**src/rtl/right_shift_align.sv**
```systemverilog
// Multi-cycle alignment right shifter for the FP add/sub datapath.
// Shifts a fraction right by up to STEP bits per cycle and collects the dropped bits into a sticky flag.
module right_shift_align #(
  parameter int WIDTH   = 26,
  parameter int SHAMT_W = 8,
  parameter int STEP    = 8
) (
  input  logic               clk,
  input  logic               rst,
  input  logic               in_valid,
  output logic               in_ready,
  input  logic [WIDTH-1:0]   fraction,
  input  logic [SHAMT_W-1:0] shift_amount,
  output logic               out_valid,
  input  logic               out_ready,
  output logic [WIDTH-1:0]   result,
  output logic               sticky,
  output logic [SHAMT_W-1:0] applied_shift
);

  localparam int CNT_W = $clog2(WIDTH + 1);

  typedef enum logic [1:0] {IDLE, SHIFT, DONE} state_t;

  state_t           state, next_state;
  logic [CNT_W-1:0] remaining;
  logic [CNT_W-1:0] eff;
  logic [CNT_W-1:0] step_n;
  logic [WIDTH-1:0] drop_mask;
  logic             accept;

  // Clamp first so the remaining counter can never exceed WIDTH or wrap.
  always_comb begin
    eff = CNT_W'(shift_amount);
    if (32'(shift_amount) >= WIDTH) begin
      eff = CNT_W'(WIDTH);
    end
  end

  always_comb begin
    step_n = remaining;
    if (remaining > CNT_W'(STEP)) begin
      step_n = CNT_W'(STEP);
    end
    drop_mask = ~({WIDTH{1'b1}} << step_n);
  end

  assign accept = in_valid && in_ready;

  always_ff @(posedge clk or posedge rst) begin
    if (rst) begin
      state <= IDLE;
    end else begin
      state <= next_state;
    end
  end

  always_comb begin
    next_state = state;
    case (state)
      IDLE: begin
        if (accept) begin
          next_state = (eff != '0) ? SHIFT : DONE;
        end
      end
      SHIFT: begin
        if (remaining == step_n) begin
          next_state = DONE;
        end
      end
      DONE: begin
        if (out_ready) begin
          next_state = IDLE;
        end
      end
      default: next_state = IDLE;
    endcase
  end

  always_comb begin
    in_ready  = (state == IDLE) && !rst;
    out_valid = (state == DONE);
  end

  // The working register doubles as the result output; it only has meaning once DONE is reached.
  always_ff @(posedge clk or posedge rst) begin
    if (rst) begin
      result        <= '0;
      sticky        <= 1'b0;
      remaining     <= '0;
      applied_shift <= '0;
    end else begin
      case (state)
        IDLE: begin
          if (accept) begin
            result        <= fraction;
            sticky        <= 1'b0;
            remaining     <= eff;
            applied_shift <= SHAMT_W'(eff);
          end
        end
        SHIFT: begin
          result    <= result >> step_n;
          sticky    <= sticky | (|(result & drop_mask));
          remaining <= remaining - step_n;
        end
        default: ;
      endcase
    end
  end

endmodule
```
**config.mk**
```make
export PLATFORM = sky130hd
export DESIGN_NAME = right_shift_align
export DESIGN_NICKNAME = d
export VERILOG_FILES = /design/src/rtl/right_shift_align.sv
export SDC_FILE = /design/constraint.sdc
export NUM_CORES = 1
export LEC_CHECK = 0
export BUFFER_PORTS_ARGS = -buffer_cell sky130_fd_sc_hd__buf_4
export CORE_MARGIN = 2
export CORE_UTILIZATION = 25
export DETAILED_ROUTE_END_ITERATION = 8
export SYNTH_ARGS = -nofsm -noshare
export SYNTH_HDL_FRONTEND = slang
export SYNTH_SLANG_ARGS = --single-unit
```
**constraint.sdc**
```tcl
create_clock -name clk -period 1.9 [get_ports clk]
set_clock_uncertainty 0.05 [all_clocks]
set_input_delay 0.19 -clock clk [delete_from_list [all_inputs] [get_ports clk]]
set_output_delay 0.19 -clock clk [all_outputs]
set_load 0.01 [all_outputs]
```
==> Word level (Yosys, flattened, before mapping) <==
Index checks and enable logic that the tools add are counted.
{ "totals": {"reg_bits": 39, "latch_bits": 0, "ramBits": 0, "mem_bits_ro": 0, "in_bits": 38, "output_inout_bits": 37, "n_memories": 0} }
{ "op_classes": {"addsub": 1, "multipliers": 0, "n_div": 0, "order_cmp": 2, "eq_ne": 6, "shift": 2, "muxes": 13, "bitwise": 3, "reduce_logical": 10} }
{ "op_table": {"columns": ["operator", "count"], "rows": [
  ["case mux 26 bit (2 select lines)", 1],
  ["bitwise AND 26 bit", 1],
  ["2-to-1 mux 26 bit", 1],
  ["inverter 26 bit", 1],
  ["OR reduction 26 bit", 1],
  ["left shift 26 x 5 -> 26 bit, first input constant", 1],
  ["right shift 26 x 5 -> 26 bit", 1],
  ["2-to-1 mux 5 bit", 3],
  ["case mux 5 bit (2 select lines)", 1],
  ["greater-or-equal comparator 8 x 5 -> 1 bit, second input constant", 1],
  ["2-to-1 mux 2 bit", 4],
  ["case mux 2 bit (3 select lines)", 1],
  ["== test 5 bit", 1],
  ["greater-than comparator 5 x 4 -> 1 bit, second input constant", 1],
  ["nonzero test 5 bit", 1],
  ["subtractor 5 bit", 1],
  ["!= test 2 bit, second input constant", 2],
  ["AND reduction 2 bit", 2],
  ["AND reduction 3 bit", 1],
  ["== test 2 x 1 -> 1 bit, second input constant", 1],
  ["== test 2 bit, second input constant", 1],
  ["logical AND 1 bit", 2],
  ["logical NOT 2 bit", 1],
  ["!= test 2 x 1 -> 1 bit, second input constant", 1],
  ["5 further kinds", 5]
]} }

==> Logic depth before layout (Yosys ltp) <==
{ "depth": {"ltp_word": 8, "depth_mapped": 8} }

==> Worst setup path before layout <==
Ideal clock, no wire load.
{ "synth_timing": {"kind": "register to register", "startpoint": "reg remaining[1]", "endpoint": "reg remaining[4]", "arrival_ps": 1671, "required_ps": 1715, "slack_ps": 44, "stages_incl_launch_ff": 9, "n_path_buf": 3, "path_cell_list": "dfrtp_1 -> buf_4 -> buf_2 -> buf_2 -> nand2_1 -> ha_1 -> or3_1 -> a31oi_1 -> o21ai_0"} }
{ "synth_via": {"elab_chain_len": 4} }
{ "synth_lines": {"columns": ["item", "line_no", "text"], "rows": [
  ["from (decl)", "26", "logic [CNT_W-1:0] remaining;"],
  ["from (signal assigned)", "105", "remaining <= remaining - step_n;"],
  ["greater-than comparator 5 x 4 -> 1 bit", "42", "if (remaining > CNT_W'(STEP)) begin"],
  ["2-to-1 mux 5 bit", "42", null],
  ["subtractor 5 bit (*)", "105", null],
  ["case mux 5 bit (2 select lines) (*)", "93", "case (state)"]
]} }
Mark *: on every way between the ends. The rest lies on a longest branch, timed or not.
A chain may end at the register's enable or synchronous reset.

==> Final worst setup path <==
{ "layout_timing": {"startpoint": "reg remaining[4]", "endpoint": "reg result[15]"} }
{ "layout_via": {"elab_chain_len": 4} }
{ "layout_lines": {"columns": ["item", "line_no", "text"], "rows": [
  ["greater-than comparator 5 x 4 -> 1 bit", "42", null],
  ["2-to-1 mux 5 bit (*)", "42", null],
  ["right shift 26 x 5 -> 26 bit (*)", "103", "result <= result >> step_n;"],
  ["case mux 26 bit (2 select lines) (*)", "93", null],
  ["to (signal assigned)", "96", "result <= fraction;"],
  ["to (signal assigned)", "103", null],
  ["to (decl)", "16", "output logic [WIDTH-1:0] result,"]
]} }
Marks and branches as above.

==> metrics <==
num ports 75; first-pass GRT wire length 21000 um; max frequency 0.521 GHz; Mapped Cells 405; Yosys warnings 0; EDFF count, synth 0; Power Total 8150 uW; max-slew violations 0; Final Setup Violations 1; crit path to result[15]; fin crit share 101%; DP HPWL 9830 um; failing checks setup timing; R2R cell count 6; Starting Density 25.7%; Max Fanout on Critical Path 15; port buffer count 71; vias per cell 5.57; crit path time final 1.92 ns; Clock Tree Root clkbuf_16; Worst Hold Class in2async; LEAKAGE 0.00195 uW; Power Density 1760 nW/um^2; cts bufs inserted 5; Post-Place Setup Slack -0.122 ns; share of layout cells above drive strength 1 37.2%; Routability Congestion 0.952; Worst Path Arrival 2.04 ns; final hold violations 0; via count 3802; RSZ-0062 raised after global routing true; CP startpoint remaining[4]; drt pass-1 iters 5; max_cap viols 0; H-tree depth 2; drc violations 0; Post-Syn Area per Cell 8.00 sq um; largest net degree at the start of global routing 40; diode count 0; Final #Nets 549; overflow left after global routing 0; worst-margin pin slew 0.544 ns; Area Growth Syn to Fin 42.9%; worst-skew pair later-pin latency 0.29 ns; met3 Use GR 2.91%; met2 usage 29.4%; final setup margin -0.0210 ns; Core ar. 12600 sq um; Post-Syn Area 3240 sq um; CTS Sinks 39; TNS Setup -0.0210 ns; flops & latches, synth 39; asr flop ratio synth 100%; met1 GRT Util 26.5%; Cell Rows 41; chip height 118 um; WP data required 2.02 ns; ys flop type dfrtp_1; most frequent cells in the layout 127 x buf_4, 49 x nand2_1, 37 x dfrtp_1, 36 x a21oi_1, 29 x nor2_1; fillers 1354; Most Crowded Layer GR met2; Reg2Reg Setup Slack -0.02 ns; Clock Tree Buf Depth 2; Routed Antenna Nets 0; CP Cell Sequence or3b_4 -> buf_12 -> a221oi_4 -> nor3_1 -> a211oi_1 -> o21ai_1; CTS clk-pin slew, worst paths 0.07 ns; vias in the first global route 3802; die width 118 um; most common cell after layout, fill and taps aside buf_4; worst vdd ir 0.564 mV; status finished with violations; Slowest cell on crit path dfrtp_1; Setup CP Type reg2reg; Worst R2R Start remaining[4]; die area 13900 sq um; worst r2r dst result[15]; Worst path max stage delay 0.43 ns; cts hold-fix bufs 0; Rel. slew slack 63.7%; Seq/Total Area, Yosys 30.1%; initial antenna violation count 0; CP Capture Type register; DRT iter0 DRCs 333; post-DR wirelength/cell 19.3 um; GRT Resource Usage Total 18.9%; Critical Path Start Type register; Post-Route WL 13200 um; Unique masters post-synth 64; CTS tree built
==> worst min path at each step <==
stage	start	to	slack, ns	cells past startpoint
2_1_floorplan	shift_amount[4]	applied_shift[4]	0.27	1
3_3_place_gp	rst	state[1]	0.33	3
3_5_place_dp	rst	state[1]	0.33	3
4_1_cts	rst	result[25]	0.02	3
5_1_grt	rst	state[0]	0.08	3
6_report	rst	result[21]	0.008	3
==> cell type report <==
| type | count | area [sq um] | area share, % |
|---|---|---|---|
| multi-input cells | 325 | 2190 | 47.3 |
| repair buffers | 133 | 1040 | 22.5 |
| flip-flops and latches | 39 | 978 | 21.1 |
| well taps | 172 | 215 | 4.65 |
| clock buffers | 6 | 139 | 3.00 |
| clock inverters | 2 | 35.0 | 0.757 |
| inverters | 6 | 30.0 | 0.649 |
==> per-layer routing <==
metal  routed length [um]  part of all wire (%)
met4                  322                   2.4
met2                 5980                    45
met1                 5870                    44
met3                 1030                   7.8
met5                    0                     0
==> worst max-delay path, delay by kind of cell (launching register included) <==
kind,cells,cell delay (ns)
AO/OA/AOI/OAI,3,0.63
buffers and inverters,1,0.17
flip-flops,1,0.43
AND/OR/NAND/NOR,2,0.51
==> where the power goes <==
part	total (uW)	switching, uW	leakage, uW	internal, uW
combinational	5280	2850	0.00139	2440
clock	1030	371	0.0000868	654
sequential	1850	649	0.000474	1200
total	8150	3870	0.00195	4290
==> kinds of logic after synthesis <==
family	share of synthesized area, %
mux	9.46
fa+ha+maj	0.386
simple gates	21.0
compound gates	31.8
flops	30.1
buf+inv	7.03
other cells	0.232
==> registers in the layout (all words and copies together) (netlist names) <==
register       flops
result            26
remaining          5
applied_shift      5
sticky             1
state              2
==> per-stage QoR <==
stage,instance area [sq um],util (%),instances,hold slack (ns)
floorplan,3250,-,407,0.266
CTS,4470,35.4,680,0.0245
finish,4630,36.7,683,0.00829
global route,4630,36.7,683,0.0763
detailed placement,4240,33.6,670,0.335
global placement,4240,33.6,670,0.328
==> what timing repair did <==
action,CTS,global route
pin swaps,1,7
buffers inserted,2,3
endpoints found under the setup margin,8,23
resized for setup,12,30
==> cells in the mapped netlist (6+ instances only) <==
master    count  area, sq um
buf_4         7         52.6
a22oi_1       7         52.6
dfrtp_1      39          976
buf_2        14         70.1
nor2_1       31          116
a221oi_1      6         52.6
a31oi_1       8         50.1
mux2_2        7         78.8
a211oi_1     12         90.1
mux2i_1      16          160
nand2_1      49          184
o22ai_1       9         56.3
nor3_1       15         75.1
o21ai_0      27          135
a21oi_1      38          190
clkbuf_1     12         45.0
nand3_1       8         40.0
No activity file was read; power rests on OpenSTA's default activity.
